`src/rtl/bcedn_frame_feeder_if.sv`:
```
// Source stream into the B-CEDNet frame feeder: valid/ready word handshake.
// master is the upstream word source, slave is the feeder.
interface bcedn_frame_feeder_if #(
    parameter int unsigned DATA_WIDTH = 512
) ();
    logic                  s_valid;
    logic [DATA_WIDTH-1:0] s_data;
    logic                  s_ready;

    modport master (output s_valid, output s_data, input s_ready);
    modport slave (input s_valid, input s_data, output s_ready);
endinterface

```
`src/rtl/bcedn_frame_feeder.sv`:
```
// Host-side feeder: pulses start, streams one frame of words into the accelerator
// input FIFO under almost-full backpressure, then waits for done while counting results.
module bcedn_frame_feeder #(
    parameter int unsigned DATA_WIDTH  = 512,
    parameter int unsigned FRAME_WORDS = 1024,
    parameter int unsigned CNT_WIDTH   = 16,
    parameter int unsigned START_LEAD  = 2
) (
    input  logic                  clk,
    input  logic                  rst,
    input  logic                  go,
    bcedn_frame_feeder_if.slave   src,
    input  logic                  fifo_wfull,
    input  logic                  done,
    input  logic                  out_en,
    output logic                  start,
    output logic [DATA_WIDTH-1:0] data_in,
    output logic                  in_en,
    output logic                  busy,
    output logic [CNT_WIDTH-1:0]  frame_cnt,
    output logic [CNT_WIDTH-1:0]  out_beats,
    output logic                  err
);

    typedef enum logic [2:0] {
        StIdle,
        StStart,
        StLead,
        StStream,
        StWaitDone
    } state_e;

    localparam logic [CNT_WIDTH-1:0] FrameWords = CNT_WIDTH'(FRAME_WORDS);
    // START itself supplies one cycle of the lead, so LEAD lasts START_LEAD-1 cycles.
    localparam logic [3:0]           LeadInit   = 4'(START_LEAD - 1);

    state_e                state_q, state_d;
    logic [3:0]            lead_q, lead_d;
    logic [CNT_WIDTH-1:0]  word_cnt_q, word_cnt_d, word_cnt_inc;
    logic [CNT_WIDTH-1:0]  frame_cnt_q, frame_cnt_d;
    logic [CNT_WIDTH-1:0]  out_beats_q, out_beats_d;
    logic [DATA_WIDTH-1:0] data_q, data_d;
    logic                  start_q, start_d;
    logic                  in_en_q, in_en_d;
    logic                  busy_q, busy_d;
    logic                  err_q, err_d;
    logic                  accept;

    assign src.s_ready  = (state_q == StStream) && !fifo_wfull && (word_cnt_q < FrameWords);
    assign accept       = src.s_valid && src.s_ready;
    assign word_cnt_inc = word_cnt_q + CNT_WIDTH'(1);

    always_comb begin
        state_d     = state_q;
        lead_d      = lead_q;
        word_cnt_d  = word_cnt_q;
        frame_cnt_d = frame_cnt_q;
        out_beats_d = out_beats_q;
        err_d       = err_q;
        start_d     = 1'b0;
        in_en_d     = accept;
        data_d      = accept ? src.s_data : data_q;

        if (out_en) begin
            if (state_q == StIdle) begin
                err_d = 1'b1;
            end else if (out_beats_q != {CNT_WIDTH{1'b1}}) begin
                out_beats_d = out_beats_q + CNT_WIDTH'(1);
            end
        end

        unique case (state_q)
            StIdle: begin
                if (go) begin
                    state_d = StStart;
                    start_d = 1'b1;
                end
            end
            StStart: begin
                // Clear for the new frame but keep a beat arriving in this very cycle.
                out_beats_d = CNT_WIDTH'(out_en);
                word_cnt_d  = '0;
                lead_d      = LeadInit;
                state_d     = (START_LEAD > 1) ? StLead : StStream;
            end
            StLead: begin
                lead_d = lead_q - 4'd1;
                if (lead_q == 4'd1) begin
                    state_d = StStream;
                end
            end
            StStream: begin
                if (accept) begin
                    word_cnt_d = word_cnt_inc;
                    if (word_cnt_inc == FrameWords) begin
                        state_d = StWaitDone;
                    end
                end
            end
            StWaitDone: state_d = state_q;
            default:    state_d = StIdle;
        endcase

        // An early done is flagged but still closes the frame.
        if (done && (state_q != StIdle)) begin
            frame_cnt_d = frame_cnt_q + CNT_WIDTH'(1);
            state_d     = StIdle;
            if (state_q != StWaitDone) begin
                err_d = 1'b1;
            end
        end

        busy_d = (state_d != StIdle);
    end

    always_ff @(posedge clk) begin
        if (!rst) begin
            state_q     <= StIdle;
            lead_q      <= '0;
            word_cnt_q  <= '0;
            frame_cnt_q <= '0;
            out_beats_q <= '0;
            data_q      <= '0;
            start_q     <= 1'b0;
            in_en_q     <= 1'b0;
            busy_q      <= 1'b0;
            err_q       <= 1'b0;
        end else begin
            state_q     <= state_d;
            lead_q      <= lead_d;
            word_cnt_q  <= word_cnt_d;
            frame_cnt_q <= frame_cnt_d;
            out_beats_q <= out_beats_d;
            data_q      <= data_d;
            start_q     <= start_d;
            in_en_q     <= in_en_d;
            busy_q      <= busy_d;
            err_q       <= err_d;
        end
    end

    assign start     = start_q;
    assign data_in   = data_q;
    assign in_en     = in_en_q;
    assign busy      = busy_q;
    assign frame_cnt = frame_cnt_q;
    assign out_beats = out_beats_q;
    assign err       = err_q;

endmodule
```
`src/flat_wrapper.sv`:
```
// flat-port wrapper written by rule: the top's interface ports become plain ports
module bcedn_frame_feeder_flat 
#(
    parameter int unsigned DATA_WIDTH  = 512,
    parameter int unsigned FRAME_WORDS = 1024,
    parameter int unsigned CNT_WIDTH   = 16,
    parameter int unsigned START_LEAD  = 2
)
  (clk, rst, go, fifo_wfull, done, out_en, start, data_in, in_en, busy, frame_cnt, out_beats, err, src_s_valid, src_s_data, src_s_ready);
  bcedn_frame_feeder_if #(.DATA_WIDTH(DATA_WIDTH)) src_i ();
  input  logic clk;
  input  logic rst;
  input  logic go;
  input  logic fifo_wfull;
  input  logic done;
  input  logic out_en;
  output logic start;
  output logic [DATA_WIDTH-1:0] data_in;
  output logic in_en;
  output logic busy;
  output logic [CNT_WIDTH-1:0] frame_cnt;
  output logic [CNT_WIDTH-1:0] out_beats;
  output logic err;
  input wire logic [$bits(src_i.s_valid)-1:0] src_s_valid;
  input wire logic [$bits(src_i.s_data)-1:0] src_s_data;
  output wire logic [$bits(src_i.s_ready)-1:0] src_s_ready;
  assign src_i.s_valid = src_s_valid;
  assign src_i.s_data = src_s_data;
  assign src_s_ready = src_i.s_ready;
  bcedn_frame_feeder #(.DATA_WIDTH(DATA_WIDTH), .FRAME_WORDS(FRAME_WORDS), .CNT_WIDTH(CNT_WIDTH), .START_LEAD(START_LEAD)) u_core (.clk(clk), .rst(rst), .go(go), .src(src_i), .fifo_wfull(fifo_wfull), .done(done), .out_en(out_en), .start(start), .data_in(data_in), .in_en(in_en), .busy(busy), .frame_cnt(frame_cnt), .out_beats(out_beats), .err(err));
endmodule
```
`config.mk`:
```
export PLATFORM = sky130hd
export DESIGN_NAME = bcedn_frame_feeder_flat
export DESIGN_NICKNAME = d
export VERILOG_FILES = /design/src/rtl/bcedn_frame_feeder_if.sv /design/src/rtl/bcedn_frame_feeder.sv /design/src/flat_wrapper.sv
export SDC_FILE = /design/constraint.sdc
export NUM_CORES = 1
export LEC_CHECK = 0
export ABC_AREA = 0
export CAP_MARGIN = 10
export CORE_AREA = 2 2 419 421
export CTS_BUF_LIST = sky130_fd_sc_hd__clkbuf_8
export DETAILED_ROUTE_END_ITERATION = 10
export DIE_AREA = 0 0 421 423
export GPL_TIMING_DRIVEN = 1
export PLACE_DENSITY = 0.43
export SYNTH_ARGS = -nofsm -noshare
export SYNTH_HDL_FRONTEND = slang
export SYNTH_SLANG_ARGS = --single-unit
```
`constraint.sdc`:
```
create_clock -name clk -period 2.38 [get_ports clk]
set_input_delay 0.357 -clock clk [delete_from_list [all_inputs] [get_ports clk]]
set_output_delay 0.357 -clock clk [all_outputs]
set_load 0.1 [all_outputs]
```
==> implementation parameters, run 1 <==
Parameter                              Value

Synth
  Number of nets produced by synthesis ... about 3100
  Share of the yosys chip area belonging to registers ... 0.5580
  Top_reg_cell synth ... sky130_fd_sc_hd__dfxtp_1
  Post-synthesis instance total ... 2570
  Synthesized-area fraction occupied by ao, oa, aoi and oai cells ... 0.1526
  Fraction of synthesized cell area in xor and xnor cells ... 0.003848
  Flops & latches, synth ... ~570
  Dominant combinational cell family by area after synthesis ... simple AND/OR/NAND/NOR gates
  Area share of fa/ha/maj cells after synthesis ... 0.003054
  Number of distinct standard cells referenced by the synthesized netlist ... 56
  Average instance area after synthesis ... 7.972 sq um
  Number of flops mapped to enable cells by yosys ... 0
  Post-synthesis simple-gate area fraction ... 0.2313
  Ys Warns ... 0
  Fraction of synthesis flops using an asynchronous set or reset pin ... 0
  Post-synthesis instance area ... 20490 sq um
  Mux contribution to synthesized area ... 0.003481

CTS
  Clock Pin Slew Worst Setup and Hold Paths ... 60 ps
  Worst-Skew Late Latency ... approximately 840 ps
  Total number of H-tree levels ... 3
  Number of buffers inserted during clock tree synthesis ... roughly 110
  Maximum clock insertion buffer count ... 3
  Root buffer cell ... sky130_fd_sc_hd__clkbuf_8
  TritonCTS clock tree ... done
  Clock sinks ... 571

Power and ir drop
  Peak supply drop ... 0.3823 mV
  Leakage power total ... around 15 nW
  Power per cell area ... between 500 and 600 nW/um^2

Global route
  Number of global-route vias before repair ... between 20000 and 25000
  Total routing resource utilization after global routing ... 0.1276
  Maximum number of pins on one net before global-route repair ... 76
  Global-route wire length before repair ... 167.3 mm
  Initial antenna violation count ... 46
  Total congestion overflow after global routing ... 0

Timing
  Final-layout setup total negative slack ... 0 ps
  Fin crit period ... 2298 ps
  Final setup vio count ... 0
  Worst slew margin relative to its limit ... 0.3836
  Slack of the critical path ... 82.10 ps
  Clock tree skew after final layout ... about 50 ps
  Slew @ Worst Pin ... 916.8 ps
  Number of hold-slack violations in the final timing report ... 0
  RSZ-0062 raised after global routing ... yes
  Highest clock rate ... between 0.4 and 0.5 GHz
  Final worst path period share ... 0.9655
  Total count of max-transition violations in the final report ... 0

Layout
  Synthesis-to-finish area growth ... 93.62%
  Post-layout instance area ... 39670 sq um
  Final standard cell utilization of the core ... 0.2290
  Number of nets in the final layout ... 4593
  Share of cells above drive strength 1 ... 0.2036

Run
  Max-capacitance violation count ... 0

Worst hold path
  Path category of the worst min-delay check ... primary input to register

Worst setup path
  Maximum fanout along the worst path ... 2
  Crit start category ... register
  Worst path arrival time ... roughly 1900 ps
  WS Path Type ... register to primary output
  CP Capture Type ... primary output
  Req. time, crit path ... 2020 ps

Route
  Final WL ... between 100 and 150 mm
  Detailed-route via count ... 23500
  Antenna-violating nets left ... 0
  Routed wire per std cell ... approximately 18 um
  Detailed router's first-iteration violation count ... 1189
  Number of vias per cell after detailed routing ... 3.605
  Number of iterations in the first detailed-routing pass ... 5
  Detailed-route DRC error count ... 0

Floorplan
  Horiz. Die Dim ... about 420 um
  Number of top-level pins ... 1068
  Initial cell density of the core ... 0.1183
  Total number of placement rows ... between 150 and 200
  Core box area ... ~170000 sq um
  Floorplan die area ... 178100 sq um
  DIE HEIGHT ... 423 um

Placement
  Final weighted congestion in routability-driven placement ... 0.8684
  Placed Instance Area ... ~33000 sq um
  Final HPWL DP ... 93.29 mm
  Port buffer count ... 1067
  Post-Place Worst Slack ... -119.7 ps

Status
  Status ... complete, no violations
timing repair:
action	CTS	global route
hold endpoints to repair	405	0
buffers inserted	2	0
hold buffers	405	0
setup endpoints to repair	1	1
pin swaps	2	1
resized for setup	9	0
cells in the final DEF (no fill, tap or decap), drive strengths merged, types with 5 or more instances in the layout:
master	count
buf	652
nor3	9
nor3b	6
inv	48
clkdlybuf4s50	518
clkbuf	145
nand3	17
o21ai	16
dlygate4sd3	405
nor2	23
mux2i	6
xor2	6
or3	12
or4	5
a211oi	5
clkinv	21
nand4	15
and2	5
and3	12
diode	27
a21oi	536
nand2	1060
and4	6
dfxtp	571
ha	5
o31ai	5
through the flow:
stage | cells | power [mW] | hold WS, ps
after floorplan | 2570 | 10.62 | 453.2
after global placement | 5873 | 11.90 | 440.6
after detailed placement | 5873 | 11.89 | 446.6
after CTS | 6491 | 23.50 | 2.437
after global routing | 6514 | 23.99 | 17.64
final | 6518 | 22.99 | 118.6
cell families after synthesis:
logic type      after synthesis
compound gates              594
xor+xnor                      9
fa+ha+maj                     5
buf+inv                     200
flops                       571
mux                           7
simple gates               1184
final timing paths:
kind	endpoint	slack, ps	cells after the start	startpoint
setup / recovery	src_s_ready	80	5	u_core.word_cnt_q[15]$_SDFFE_PN0P_
hold / removal	u_core.data_in[310]$_SDFFE_PN0N_	120	3	src_s_data[310]
setup reg to reg	u_core.state_q[0]$_SDFF_PN0_	390	5	u_core.word_cnt_q[0]$_SDFFE_PN0P_
hold reg to reg	u_core.data_in[207]$_SDFFE_PN0N_	450	2	u_core.data_in[207]$_SDFFE_PN0N_
per-layer routing:
layer | global-route usage | vias to the layer above | wire (um)
met5 | 0 | - | 231
met4 | 0.07104 | 34 | 6652
met3 | 0.04048 | 252 | 8023
met2 | 0.2110 | 767 | 56710
met1 | 0.1453 | 10957 | 48030
li1 | - | 11490 | -
worst max-delay path, stage by stage (launching register included):
cell                      delay [ps]
sky130_fd_sc_hd__dfxtp_2         330
sky130_fd_sc_hd__nor3_4          220
sky130_fd_sc_hd__buf_6           130
sky130_fd_sc_hd__nand3_4          70
sky130_fd_sc_hd__nor3_4          150
sky130_fd_sc_hd__buf_12          220
power breakdown:
group | total (mW) | internal [mW] | switching, mW | leakage (nW)
combinational | 2.59 | 1.42 | 1.17 | 8.92
clock | 10.7 | 5.82 | 4.90 | 1.38
sequential | 9.68 | 9.63 | 0.0497 | 4.60
final cells by class:
type                    instances  area, sq um
fillers                     19268       133600
repair buffers               1575        14680
flip-flops and latches        571        11440
multi-input cells            1799         8124
well taps                    2325         2909
clock buffers                 145         1996
clock inverters                67        416.7
diodes                         27        67.56
inverters                       9        41.29
state kept, by name (all words and copies together), names as in the netlist:
signal and cells:
u_core.in_en 1, u_core.state_q 3, u_core.err 1, u_core.data_in 512, u_core.word_cnt_q 16, u_core.frame_cnt 16
u_core.out_beats 16, u_core.lead_q 4, u_core.busy 1, u_core.start 1
synth_stat cells, drive strengths merged (6+ instances only):
cell type / count / area, sq um
and3: 12 / 75.07
nor2: 23 / 86.33
inv: 9 / 33.78
nor3: 9 / 45.04
clkbuf: 94 / 352.8
nand3: 17 / 85.08
a21oi: 536 / 2683
and4: 6 / 52.55
buf: 97 / 593.1
dfxtp: 571 / 11430
o21ai: 16 / 80.08
nand4: 15 / 100.1
mux2i: 6 / 60.06
or3: 12 / 75.07
nor3b: 6 / 60.06
xor2: 6 / 52.55
nand2: 1060 / 3979
No activity file was read; power rests on OpenSTA's default activity.
==> run 2: changes to the inputs <==
--- a/config.mk
+++ b/config.mk
@@ -7,10 +7,10 @@
 export LEC_CHECK = 0
 export ABC_AREA = 0
 export CAP_MARGIN = 10
-export CORE_AREA = 2 2 419 421
+export CORE_AREA = 2 2 417 419
 export CTS_BUF_LIST = sky130_fd_sc_hd__clkbuf_8
 export DETAILED_ROUTE_END_ITERATION = 10
-export DIE_AREA = 0 0 421 423
+export DIE_AREA = 0 0 419 421
 export GPL_TIMING_DRIVEN = 1
 export PLACE_DENSITY = 0.43
 export SYNTH_ARGS = -nofsm -noshare
==> constraint.sdc (replaced) <==
create_clock -name clk -period 2.7 [get_ports clk]
set_input_delay 0.405 -clock clk [delete_from_list [all_inputs] [get_ports clk]]
set_output_delay 0.405 -clock clk [all_outputs]
set_load 0.1 [all_outputs]
==> run 2 against run 1 <==
  * Cell area is 6.4% lower
  * Via count decreased by 4.0%
  * Count of clock-buffer cells in the layout down 8
  * Power is 14% lower
  * Clock power fell by 13%
==> implementation parameters, run 2 (synthesis results as in run 1) <==
Parameter                              Value

Placement
  Post-Place Worst Slack ... 131.5 ps (was -119.7 ps)
  Final weighted congestion in routability-driven placement ... 0.8444 (was 0.8684)
  Number of placed cells counting well taps ... 5835 (was 5873)
  Placed Instance Area ... 32570 sq um (was 33090 sq um)
  Final HPWL DP ... 90.47 mm (was 93.29 mm)
  Port buffer count ... 1067 (unchanged)

Route
  Detailed-route DRC error count ... 0 (unchanged)
  Number of vias per cell after detailed routing ... 3.597 (was 3.605)
  Antenna-violating nets left ... 0 (unchanged)
  Detailed-route via count ... 22556 (was 23500)
  Routed wire per std cell ... 18.70 um (was 18.36 um)
  Number of iterations in the first detailed-routing pass ... 8 (was 5)
  Detailed router's first-iteration violation count ... 1162 (was 1189)
  Final WL ... 117.3 mm (was 119.7 mm)

Timing
  Total count of max-transition violations in the final report ... 0 (unchanged)
  Slack of the critical path ... 222.1 ps (was 82.10 ps)
  Final-layout setup total negative slack ... 0 ps (unchanged)
  Final setup vio count ... 0 (unchanged)
  Fin crit period ... 2478 ps
  Number of hold-slack violations in the final timing report ... 0 (unchanged)
  Worst slew margin relative to its limit ... 0.2970 (was 0.3836)
  RSZ-0062 raised after global routing ... no (was yes)
  Slew @ Worst Pin ... 1051 ps (was 916.8 ps)
  Highest clock rate ... about 0.40 GHz
  Final worst path period share ... 0.9177
  Clock tree skew after final layout ... 80.68 ps (was 50.15 ps)

Status
  Status ... complete, no violations (unchanged)

CTS
  Clock Pin Slew Worst Setup and Hold Paths ... 60 ps (about the same)
  TritonCTS clock tree ... done (unchanged)
  Number of buffers inserted during clock tree synthesis ... 114 (was 113)
  Total number of H-tree levels ... 3 (unchanged)
  Root buffer cell ... sky130_fd_sc_hd__clkbuf_8 (unchanged)
  Clock sinks ... 571 (unchanged)
  Setup fix buffers added after clock tree synthesis ... 0 (was 2)
  Worst-Skew Late Latency ... 860 ps (was 840 ps)
  Maximum clock insertion buffer count ... 3 (unchanged)

Floorplan
  Initial cell density of the core ... 0.1188 (was 0.1183)
  Total number of placement rows ... 153 (unchanged)
  Core box area ... 172500 sq um (was 173200 sq um)
  Number of top-level pins ... 1068 (unchanged)
  Floorplan die area ... 176400 sq um (was 178100 sq um)
  DIE HEIGHT ... 421 um (was 423 um)
  Horiz. Die Dim ... 419 um (was 421 um)

Worst hold path
  Path category of the worst min-delay check ... primary input to register (unchanged)

Power and ir drop
  Psw ... 5.240 mW (was 6.119 mW)
  Power per cell area ... 534.2 nW/um^2 (was 579.5 nW/um^2)
  Combinational cell fraction of total power ... 0.100 (was 0.113)
  Power share of the sequential group ... 0.430 (was 0.421)
  Total power after layout ... 19.84 mW (was 22.99 mW)
  Leakage power total ... 13.79 nW (was 14.91 nW)
  Net switching fraction of the power ... 0.2642 (was 0.2662)
  Peak supply drop ... 0.3124 mV (was 0.3823 mV)
  Cell-internal power ... 14.60 mW (was 16.87 mW)
  Clock share of power ... 0.470 (was 0.466)

Layout
  Number of flip-flops under the largest register name ... 512 (unchanged)
  Leading cell types in the layout, fill and taps excluded ... sky130_fd_sc_hd__nand2_1 (1060), sky130_fd_sc_hd__buf_4 (588), sky130_fd_sc_hd__dfxtp_1 (571) (was sky130_fd_sc_hd__nand2_1 (1060), sky130_fd_sc_hd__buf_4 (608), sky130_fd_sc_hd__dfxtp_1 (565))
  Number of nets in the final layout ... 4364 (was 4593)
  Number of standard cells in the layout, taps in and fillers out ... 6271 (was 6518)
  Synthesis-to-finish area growth ... 81.26% (was 93.62%)
  Share of cells above drive strength 1 ... 0.2013 (was 0.2036)
  Multi-input gate area in the final layout ... 8112 sq um (was 8124 sq um)
  Filler cells ... 19268 (unchanged)
  Sequential standard cell area ... 11430 sq um (was 11440 sq um)
  Post-layout instance area ... 37140 sq um (was 39670 sq um)
  Leading cell type in the layout, fill and taps excluded ... sky130_fd_sc_hd__nand2_1 (unchanged)

Global route
  Global-route wire length before repair ... 162.0 mm (was 167.3 mm)
  Number of global-route vias before repair ... 21942 (was 23339)
  Total congestion overflow after global routing ... 0 (unchanged)
  Initial antenna violation count ... 55 (was 46)
  Maximum number of pins on one net before global-route repair ... 180 (was 76)
  Met3 track demand over resource ... 0.04589 (was 0.04048)
  Most heavily used metal layer in global routing ... met2 (unchanged)
  GR Layer Usage met2 ... 0.2149 (was 0.2110)
  Met1 Use GR ... 0.1401 (was 0.1453)
  Total routing resource utilization after global routing ... 0.1267 (was 0.1276)

Worst setup path
  WS Path Type ... register to primary output (unchanged)
  Worst path arrival time ... 2070 ps (was 1940 ps)
  Maximum fanout along the worst path ... 7 (was 2)
  Crit start category ... register (unchanged)
  Req. time, crit path ... 2300 ps (was 2020 ps)
  CP Capture Type ... primary output (unchanged)

Run
  Max-capacitance violation count ... 0 (unchanged)
==> run 2: cell count changes in the layout (fill, tap and decap cells not counted), moves of 2 or more <==
cell	delta
sky130_fd_sc_hd__clkbuf_8	-8
sky130_fd_sc_hd__clkinv_2	-7
sky130_fd_sc_hd__buf_12	-18
sky130_fd_sc_hd__dfxtp_1	+6
sky130_fd_sc_hd__dlygate4sd3_1	-191
sky130_fd_sc_hd__buf_4	-20
sky130_fd_sc_hd__bufinv_16	+2
sky130_fd_sc_hd__diode_2	-6
sky130_fd_sc_hd__dfxtp_2	-6
==> run 2: path summary, 6_finish.rpt <==
check,depth (start not counted),to,startpoint,slack (ps)
worst max-delay path,4,src_s_ready,u_core.state_q[2]$_SDFF_PN0_,220
worst min-delay path,3,u_core.data_in[311]$_SDFFE_PN0N_,src_s_data[311],130
worst max register to register,6,u_core.data_in[212]$_SDFFE_PN0N_,u_core.word_cnt_q[10]$_SDFFE_PN0P_,660
worst min register to register,2,u_core.data_in[298]$_SDFFE_PN0N_,u_core.data_in[298]$_SDFFE_PN0N_,450
==> run 2: worst max-delay path: stages, from the launching register on <==
cell                      delay, ps
sky130_fd_sc_hd__dfxtp_1        300
sky130_fd_sc_hd__and3b_2        350
sky130_fd_sc_hd__nand3_1        150
sky130_fd_sc_hd__nor3_4         180
sky130_fd_sc_hd__buf_12         200
==> run 2: power groups by stage <==
stage	registers (mW)	clock network, mW	logic (mW)
after global placement	8.71	0	1.74
after detailed placement	8.71	0	1.74
after CTS	8.53	9.80	2.02
final	8.53	9.32	1.99
after floorplan	9.05	0	0.307
after global routing	8.53	10.1	2.10
==> run 2: layer usage <==
layer / share of wire / vias to the layer above
met3: 0.079 / 249
met4: 0.044 / 54
met2: 0.48 / 721
li1: - / 11032
met1: 0.39 / 10500
met5: 0.0028 / -
==> run 2: final cells by class <==
type | instances | area share
Timing Repair Buffer | 1345 | 0.3296
Antenna cell | 21 | 0.001415
Inverter | 9 | 0.001112
Clock inverter | 64 | 0.01247
Multi-Input combinational cell | 1799 | 0.2184
Tap cell | 2325 | 0.07834
Clock buffer | 137 | 0.05077
Sequential cell | 571 | 0.3078
==> run 2: timing repair <==
| action | 4_1_cts | 5_1_grt |
|---|---|---|
| hold endpoints to repair | 214 | 0 |
| resized for setup | 2 | 2 |
| hold buffers | 214 | 0 |
| setup endpoints to repair | 1 | 1 |
==> run 2: per-stage QoR <==
stage | hold slack (ps) | util
after floorplan | 453.2 | -
after detailed placement | 446.7 | 0.1889
after global placement | 441.4 | 0.1889
final | 132.4 | 0.2153
after global routing | 36.66 | 0.2152
after CTS | 0.2646 | 0.2149
